File: src/rtl/eth_vlg_pkg.sv
// Ethernet-layer shared types and constants.
package eth_vlg_pkg;

    localparam logic [47:0] ETH_BCAST = 48'hFFFF_FFFF_FFFF;

    localparam int unsigned RX_LEN_W = 11;

    typedef enum logic [1:0] {
        IDLE = 2'd0,
        FWD  = 2'd1,
        DROP = 2'd2
    } rx_demux_state_t;

endpackage

File: src/rtl/mac_vlg_pkg.sv
// MAC-level shared constants.
package mac_vlg_pkg;

    localparam logic [15:0] ETYPE_ARP  = 16'h0806;
    localparam logic [15:0] ETYPE_IPV4 = 16'h0800;

endpackage

File: src/rtl/eth_vlg_sat_cnt.sv
// Saturating counter; adds inc (0..3) each cycle and sticks at all-ones.
module eth_vlg_sat_cnt #(
    parameter int unsigned W = 16
) (
    input  logic         clk,
    input  logic         rst,
    input  logic [1:0]   inc,
    output logic [W-1:0] cnt
);

    localparam int unsigned SW = W + 1;

    logic [W-1:0] cnt_q;
    logic [W-1:0] cnt_d;
    logic [W:0]   sum;

    // Widened add so overflow is visible as the carry bit.
    always_comb begin
        sum   = {1'b0, cnt_q} + SW'(inc);
        cnt_d = sum[W] ? {W{1'b1}} : sum[W-1:0];
    end

    // Counter register.
    always_ff @(posedge clk or posedge rst) begin
        if (rst) cnt_q <= '0;
        else     cnt_q <= cnt_d;
    end

    assign cnt = cnt_q;

endmodule

File: src/rtl/eth_vlg_rx_demux.sv
// RX frame dispatcher: MAC filter, EtherType routing, length/error flagging, stats.
module eth_vlg_rx_demux
    import eth_vlg_pkg::*;
    import mac_vlg_pkg::*;
#(
    parameter int unsigned        N       = 2,
    parameter logic [0:N-1][15:0] ETYPES  = {ETYPE_ARP, ETYPE_IPV4},
    parameter int unsigned        MAX_LEN = 1500,
    parameter int unsigned        MIN_LEN = 46,
    parameter int unsigned        CNT_W   = 16
) (
    input  logic                      clk,
    input  logic                      rst,
    input  logic [47:0]               dev_mac,
    input  logic [7:0]                in_dat,
    input  logic                      in_val,
    input  logic                      in_sof,
    input  logic                      in_eof,
    input  logic                      in_err,
    input  logic [47:0]               in_dst,
    input  logic [15:0]               in_etype,
    output logic [7:0]                out_dat,
    output logic [N-1:0]              out_val,
    output logic [N-1:0]              out_sof,
    output logic [N-1:0]              out_eof,
    output logic [N-1:0]              out_err,
    output logic [N-1:0][CNT_W-1:0]   cnt_fwd,
    output logic [CNT_W-1:0]          cnt_drop
);

    localparam int unsigned PW = (N > 1) ? $clog2(N) : 1;
    localparam logic [RX_LEN_W-1:0] MAX_L = RX_LEN_W'(MAX_LEN);
    localparam logic [RX_LEN_W-1:0] MIN_L = RX_LEN_W'(MIN_LEN);

    rx_demux_state_t     state_q, state_d;
    logic [PW-1:0]       port_q, port_d;
    logic [RX_LEN_W-1:0] len_q, len_d;
    logic [7:0]          out_dat_q, out_dat_d;
    logic [N-1:0]        out_val_q, out_val_d;
    logic [N-1:0]        out_sof_q, out_sof_d;
    logic [N-1:0]        out_eof_q, out_eof_d;
    logic [N-1:0]        out_err_q, out_err_d;
    logic [N-1:0][1:0]   inc_fwd;
    logic [1:0]          inc_drop;

    logic                sof_v, eof_v, mac_ok, hit, accept, frame_err;
    logic [PW-1:0]       hit_port;
    logic [RX_LEN_W-1:0] len_inc, len_now;

    // Header decode: address filter, lowest-index EtherType match, running length.
    always_comb begin
        sof_v    = in_val & in_sof;
        eof_v    = in_val & in_eof;
        mac_ok   = (in_dst == dev_mac) | (in_dst == ETH_BCAST);
        hit      = 1'b0;
        hit_port = '0;
        for (int i = N - 1; i >= 0; i--) begin
            if (in_etype == ETYPES[i]) begin
                hit      = 1'b1;
                hit_port = PW'(i);
            end
        end
        accept    = mac_ok & hit;
        len_inc   = (len_q == {RX_LEN_W{1'b1}}) ? len_q : len_q + RX_LEN_W'(1);
        len_now   = (state_q == FWD) ? len_inc : RX_LEN_W'(1);
        frame_err = in_err | (len_now > MAX_L) | (len_now < MIN_L);
    end

    // State register.
    always_ff @(posedge clk or posedge rst) begin
        if (rst) state_q <= IDLE;
        else     state_q <= state_d;
    end

    // Next state plus latched port and length.
    always_comb begin
        state_d = state_q;
        port_d  = port_q;
        len_d   = len_q;
        case (state_q)
            IDLE, DROP: begin
                if (sof_v) begin
                    if (accept) begin
                        port_d  = hit_port;
                        len_d   = RX_LEN_W'(1);
                        state_d = eof_v ? IDLE : FWD;
                    end else begin
                        state_d = eof_v ? IDLE : DROP;
                    end
                end else if (eof_v) begin
                    state_d = IDLE;
                end
            end
            FWD: begin
                if (sof_v) begin
                    state_d = eof_v ? IDLE : DROP;
                end else if (in_val) begin
                    len_d = len_inc;
                    if (in_eof) state_d = IDLE;
                end
            end
            default: state_d = IDLE;
        endcase
    end

    // Output strobes and counter increments.
    always_comb begin
        out_dat_d = out_dat_q;
        out_val_d = '0;
        out_sof_d = '0;
        out_eof_d = '0;
        out_err_d = '0;
        inc_fwd   = '0;
        inc_drop  = 2'd0;
        case (state_q)
            IDLE, DROP: begin
                if (sof_v) begin
                    if (accept) begin
                        out_dat_d           = in_dat;
                        out_val_d[hit_port] = 1'b1;
                        out_sof_d[hit_port] = 1'b1;
                        if (in_eof) begin
                            out_eof_d[hit_port] = 1'b1;
                            out_err_d[hit_port] = frame_err;
                            if (frame_err) inc_drop          = 2'd1;
                            else           inc_fwd[hit_port] = 2'd1;
                        end
                    end else begin
                        inc_drop = 2'd1;
                    end
                end
            end
            FWD: begin
                if (sof_v) begin
                    // Missing eof: close the open frame and drop the new one.
                    out_eof_d[port_q] = 1'b1;
                    out_err_d[port_q] = 1'b1;
                    inc_drop          = 2'd2;
                end else if (in_val) begin
                    out_dat_d         = in_dat;
                    out_val_d[port_q] = 1'b1;
                    if (in_eof) begin
                        out_eof_d[port_q] = 1'b1;
                        out_err_d[port_q] = frame_err;
                        if (frame_err) inc_drop        = 2'd1;
                        else           inc_fwd[port_q] = 2'd1;
                    end
                end
            end
            default: ;
        endcase
    end

    // Datapath and output registers.
    always_ff @(posedge clk or posedge rst) begin
        if (rst) begin
            port_q    <= '0;
            len_q     <= '0;
            out_dat_q <= '0;
            out_val_q <= '0;
            out_sof_q <= '0;
            out_eof_q <= '0;
            out_err_q <= '0;
        end else begin
            port_q    <= port_d;
            len_q     <= len_d;
            out_dat_q <= out_dat_d;
            out_val_q <= out_val_d;
            out_sof_q <= out_sof_d;
            out_eof_q <= out_eof_d;
            out_err_q <= out_err_d;
        end
    end

    assign out_dat = out_dat_q;
    assign out_val = out_val_q;
    assign out_sof = out_sof_q;
    assign out_eof = out_eof_q;
    assign out_err = out_err_q;

    for (genvar g = 0; g < N; g++) begin : g_fwd_cnt
        eth_vlg_sat_cnt #(.W(CNT_W)) u_cnt (
            .clk (clk),
            .rst (rst),
            .inc (inc_fwd[g]),
            .cnt (cnt_fwd[g])
        );
    end

    eth_vlg_sat_cnt #(.W(CNT_W)) u_drop_cnt (
        .clk (clk),
        .rst (rst),
        .inc (inc_drop),
        .cnt (cnt_drop)
    );

endmodule

File: config.mk
export PLATFORM = sky130hd
export DESIGN_NAME = eth_vlg_rx_demux
export DESIGN_NICKNAME = d
export VERILOG_FILES = /design/src/rtl/eth_vlg_pkg.sv /design/src/rtl/mac_vlg_pkg.sv /design/src/rtl/eth_vlg_sat_cnt.sv /design/src/rtl/eth_vlg_rx_demux.sv
export SDC_FILE = /design/constraint.sdc
export NUM_CORES = 1
export LEC_CHECK = 0
export BUFFER_PORTS_ARGS = -buffer_cell sky130_fd_sc_hd__buf_4
export CELL_PAD_IN_SITES_DETAIL_PLACEMENT = 1
export CELL_PAD_IN_SITES_GLOBAL_PLACEMENT = 2
export CORE_MARGIN = 4
export CORE_UTILIZATION = 31
export DETAILED_ROUTE_END_ITERATION = 6
export GPL_TIMING_DRIVEN = 0
export PLACE_DENSITY_LB_ADDON = 0.1
export SYNTH_ARGS = -nofsm -noshare
export SYNTH_HDL_FRONTEND = slang
export SYNTH_HIERARCHICAL = 1
export SYNTH_SLANG_ARGS = --single-unit
File: constraint.sdc
create_clock -name clk -period 9.8 [get_ports clk]
set_input_delay 0.49 -clock clk [delete_from_list [all_inputs] [get_ports clk]]
set_output_delay 0.49 -clock clk [all_outputs]
set_load 0.005 [all_outputs]
# Yosys cells after proc, flatten, opt, wreduce, memory -nomap -nowiden
# Index checks and enable logic that the tools add are counted.
[totals]
regBits = 78
latch_bits = 0
mem_bits_rw = 0
romBits = 0
inputBits = 126
output_inout_bits = 64
word_cells = 122
n_memories = 0
[op_classes]
add_sub_neg = 4
multipliers = 0
div = 0
n_lt_le_gt_ge = 6
n_eq_ne = 14
shift = 0
muxes = 71
bitwise = 8
n_reduce_logical = 8
[ops]
columns = ["cell", "count"]
rows = [
  ["$mux W11", 6],
  ["$mux W2", 27],
  ["$eq A48 B48 Y1", 1],
  ["$eq A48 B48 Y1 const B", 1],
  ["$mux W16", 3],
  ["$add A16 B2 Y17", 2],
  ["$eq A16 B12 Y1 const B", 2],
  ["$mux W8", 4],
  ["$mux W3", 8],
  ["$pmux W11 S2", 1],
  ["$pmux W2 S2", 5],
  ["$add A16 B1 Y17", 1],
  ["$pmux W8 S2", 1],
  ["$add A11 B1 Y11 const B", 1],
  ["$eq A11 B11 Y1 const B", 1],
  ["$gt A11 B11 Y1 const B", 1],
  ["$lt A11 B6 Y1 const B", 1],
  ["$mux W1", 11],
  ["$ne A3 B3 Y1 const B", 3],
  ["$ne A2 B2 Y1 const B", 4],
  ["$pmux W3 S2", 1],
  ["$reduce_and A3 Y1", 2],
  ["$reduce_and A5 Y1", 1],
  ["$and A2 B2 Y2", 2],
  ["other kinds (12)", 21],
]

# Depth between registers and ports, before layout
[logic_depth]
word_depth = 14
mapped_depth = 16
mapped_depth_nobuf = 15

# Modules after synthesis
# Netlist, hierarchy kept.
[modules_own_cells]
columns = ["mod", "n_inst", "cells_per_inst", "area_each_um2"]
rows = [
  ["eth_vlg_rx_demux", 1, 261, 2422.3],
  ["eth_vlg_sat_cnt at u_drop_cnt", 1, 85, 859.6],
  ["eth_vlg_sat_cnt at g_fwd_cnt[0].u_cnt", 1, 85, 857.1],
  ["eth_vlg_sat_cnt at g_fwd_cnt[1].u_cnt", 1, 81, 849.6],
]

# Worst setup path after synthesis
# OpenSTA, ideal clock, no wires.
[synth_path]
path_kind = "reg-to-reg"
startpoint = "register len_q[0]"
endpoint = "register u_drop_cnt.cnt_q[14] (netlist: u_drop_cnt/cnt[14])"
setup_time_ns = 0.125
arrival_ns = 3.792
t_required_ns = 9.675
path_slack_ns = 5.883
stages_incl_launch_ff = 16
synth_period_minus_slack_ns = 3.917
path_cell_list = "dfrtp_1 -> ha_1 -> and2_1 -> and4_4 -> or4_1 -> a21oi_2 -> a21o_1 -> o31ai_2 -> a21oi_1 -> ha_1 -> inv_1 -> fa_1 -> nand3b_1 -> nor4_2 -> nand3_1 -> mux2_4"
[synth_between]
elab_chain_len = 13
[synth_rtl]
columns = ["element", "line", "text"]
rows = [
  ["start, declared", "eth_vlg_rx_demux.sv:37", "logic [RX_LEN_W-1:0] len_q, len_d;"],
  ["start signal, assigned", "eth_vlg_rx_demux.sv:166", "len_q <= len_d;"],
  ["$add A11 B1 Y11 or $eq A11 B11 Y1 (tied branches)", "eth_vlg_rx_demux.sv:64", "len_inc = (len_q == {RX_LEN_W{1'b1}}) ? len_q : len_q + RX_LEN_W'(1);"],
  ["$mux W11 *", "eth_vlg_rx_demux.sv:64", ""],
  ["$mux W11 *", "eth_vlg_rx_demux.sv:65", "len_now = (state_q == FWD) ? len_inc : RX_LEN_W'(1);"],
  ["$gt A11 B11 Y1", "eth_vlg_rx_demux.sv:66", "frame_err = in_err | (len_now > MAX_L) | (len_now < MIN_L);"],
  ["$or A1 B1 Y1", "eth_vlg_rx_demux.sv:66", ""],
  ["$or A1 B1 Y1 *", "eth_vlg_rx_demux.sv:66", ""],
  ["$mux W1 *", "eth_vlg_rx_demux.sv:125, eth_vlg_rx_demux.sv:145", ""],
  ["$mux W1 *", "eth_vlg_rx_demux.sv:142", "if (in_eof) begin"],
  ["$mux W1 (on tied branches)", "eth_vlg_rx_demux.sv:139, eth_vlg_rx_demux.sv:118", ""],
  ["$mux W2 or $mux W1 (tied branches)", "eth_vlg_rx_demux.sv:134, eth_vlg_rx_demux.sv:117", ""],
  ["$pmux W2 S2 *", "eth_vlg_rx_demux.sv:115", "case (state_q)"],
  ["via inc_drop[0]", "eth_vlg_rx_demux.sv:44", "logic [1:0] inc_drop;"],
  ["$add A16 B2 Y17 *", "eth_vlg_sat_cnt.sv:19", "sum = {1'b0, cnt_q} + SW'(inc);"],
  ["$mux W16 *", "eth_vlg_sat_cnt.sv:20", "cnt_d = sum[W] ? {W{1'b1}} : sum[W-1:0];"],
  ["via u_drop_cnt.cnt_d[14]", "eth_vlg_sat_cnt.sv:14", "logic [W-1:0] cnt_d;"],
  ["end signal, assigned", "eth_vlg_sat_cnt.sv:26", "else cnt_q <= cnt_d;"],
  ["end, declared", "eth_vlg_sat_cnt.sv:13", "logic [W-1:0] cnt_q;"],
]
# Mark *: on every way through the listed nets, which the timed path passes. The rest lies on a longest branch.
# A chain may end at the register's enable or synchronous reset.

==> flow_summary.json <==
{
  "syn_area_mm2": 0.004989,
  "wl_met3_um": 883,
  "ctsResizeCount": 0,
  "h-tree-depth": 3,
  "vias": 4628,
  "layout_setup_ws_ns": 5.146,
  "layout_commonest_cell": "buf_4",
  "min_period_over_period_pct": 47.49,
  "yosys-mux-area-fraction_pct": 5.493,
  "grt_antenna_before_repair": 0,
  "cts_tree": "done",
  "drc": 0,
  "layout_common_cells": "buf_4 (189), dfrtp_1 (78), nand2_1 (57)",
  "multi_input_area_mm2": 0.002890,
  "avgSynthCellArea_um2": 9.743,
  "clkSinkCount": 78,
  "worstPathRequired_ns": 10.07,
  "clock_latency_ns": 0.34,
  "worst_setup_path_start_kind": "flop",
  "finalSetupViolations": 0,
  "overflow": 0,
  "synthAdderAreaFrac_pct": 2.960,
  "synth_compound_area_share_pct": 9.130,
  "dieArea_mm2": 0.01819,
  "vdd_drop_max_v": 0.00009347,
  "clockRootBuffer": "clkbuf_16",
  "pre_cts_ws_ns": 5.146,
  "dr.pass1.iters": 4,
  "drv_cap": 0,
  "grt_max_degree": 31,
  "crit_type": "reg -> reg",
  "io_pins": 190,
  "postLayoutCoreUtil_pct": 44.51,
  "worst_slew_pin_slew_ns": 0.8897,
  "wl_met2_mm": 7.999,
  "numCtsBuffers": 9,
  "die_h_um": 134.9,
  "synth_top_family_by_area": "simple AND/OR/NAND/NOR gates",
  "grt_pass1_wl_mm": 26.07,
  "drive_gt1_share_pct": 34.86,
  "core_mm2": 0.01583,
  "io_buffers": 188,
  "finClkSkew_ns": 0.006743,
  "synth_cell_types": 66,
  "async_flop_share_pct": 100.0,
  "wl_per_cell_um": 17.33,
  "slew_headroom_pct": 39.91,
  "status": "completed",
  "grt_pass1_vias": 4986,
  "power_w": 0.001112,
  "max-clock-path-buffers": 2,
  "period_needed_ns": 4.654,
  "critPathArrivalTime_ns": 4.93,
  "netlist_instances": 512,
  "synth_seq_cells": 78,
  "drt_iter0_markers": 182,
  "min_path_type": "in -> async",
  "power_leakage_nw": 3.458,
  "final.setup.tns_ns": 0,
  "maxSlewViolCount": 0,
  "place_inst": 919,
  "synth-edff-count": 0,
  "yosys.area_share.simple_pct": 26.19,
  "die_w_um": 134.9,
  "drt_wl_total_mm": 16.22,
  "hold_viol": 0,
  "p_per_area_mw_per_mm2": 157.9,
  "top_layer": "met4",
  "clk_pin_slew_ns": 0.06,
  "yosysSeqAreaShare_pct": 39.13,
  "avgViaCountPerCell": 4.944,
  "hold_buffers": 0,
  "synth_warnings": 6,
  "max_freq_mhz": 214.9,
  "nets": 851,
  "area_delta_synth_final_pct": 41.21,
  "seq_area_mm2": 0.001952,
  "final_cells": 936,
  "cts_setup_buffers": 0,
  "ant_nets": 0,
  "rsz0062_at_grt": "no",
  "antenna_cells": 0,
  "grt.total_usage_pct": 18.05,
  "num_rows": 46,
  "synth-main-ff-cell": "dfrtp_1",
  "initial_core_util_pct": 31.52,
  "met1_length_mm": 7.001,
  "crit_fanout": 10,
  "hpwl_mm": 13.17,
  "gp_congestion": 0.8070,
  "worst_setup_path_end_kind": "flop",
  "synthXorXnorAreaFrac_pct": 13.87,
  "fillers": 1861
}
final timing paths:
check,start,end,slack (ns),cells past startpoint
worst max-delay path,len_q[0],g_fwd_cnt[1].u_cnt/cnt[13],5.15,16
worst min-delay path,rst,g_fwd_cnt[0].u_cnt/cnt[15],0.27,2
worst max register to register,len_q[0],g_fwd_cnt[1].u_cnt/cnt[13],5.15,16
worst min register to register,out_dat[2],out_dat[2],0.49,1
max in group asynchronous,rst,len_q[10],8.99,3
min in group clk,in_dat[0],out_dat[0],0.37,2
cells by family after synthesis:
family | after synthesis
AO/OA/AOI/OAI | 61
adder cells (fa/ha/maj) | 10
XOR/XNOR | 79
AND/OR/NAND/NOR | 222
buffers and inverters | 38
multiplexers | 23
flip-flops | 78
other | 1
stage by stage:
stage	area (um^2)	hold WS (ns)
detailed placement	6681	0.4822
global placement	6681	0.4684
CTS	7017	0.2885
global route	7044	0.3140
floorplan	5000	0.4037
finish	7044	0.2724
state kept, by name (all words and copies together) (netlist names):
register / count
g_fwd_cnt.u_cnt/cnt: 32
u_drop_cnt/cnt: 16
len_q: 11
out_dat: 8
out_eof: 2
out_err: 2
out_sof: 2
out_val: 2
state_q: 2
port_q: 1
worst max-delay path, stage by stage, from the launching register on:
cell and delay (ns):
dfrtp_1 0.48, ha_1 0.34, and2_1 0.27, and4_4 0.22, or4_1 0.52, a21oi_2 0.25, a2111oi_4 0.07, nor3_2 0.28
and3_1 0.21, ha_1 0.18, inv_1 0.06, fa_1 0.42, nand3b_1 0.33, nor2_1 0.37, nand3_1 0.25, buf_2 0.26
nand2_1 0.08
final cells by class:
type                    instances  area share [%]
clock inverters                 3          0.9236
multi-input cells             399           41.03
well taps                     216           3.837
clock buffers                  13           3.837
repair buffers                189           20.43
flip-flops and latches         78           27.71
inverters                      26           1.385
plain buffers                  12          0.8526
power by group:
part,internal [W],switching [W]
Combinational,0.000158,0.000135
Clock,0.000244,0.000134
Sequential,0.000371,0.0000697
metal layers:
metal	track usage, %	vias to the layer above
met1	23.05	2256
li1	-	2231
met5	0	-
met2	30.16	115
met3	5.216	26
met4	4.525	0
cell usage after synthesis (all sizes together), types with 4 or more instances:
cell type  instances  share of area, %
a31oi              7              0.88
mux2              20               4.9
nor2b              6              0.75
ha                 7               1.8
nand2             58               4.4
nand3             22               3.2
nor4              26               4.6
and3              10               1.3
a21oi             17               1.9
buf                5              0.68
nor3              15               1.6
xnor2             26               4.6
nor3b              4              0.60
xor2              53               9.3
dfrtp             78                39
nor2              32               2.4
clkbuf             7              0.53
inv               26               2.0
o21ai             12               1.2
nand4             30               4.4
nand2b             7              0.88
(Power assumes the default switching activity.)
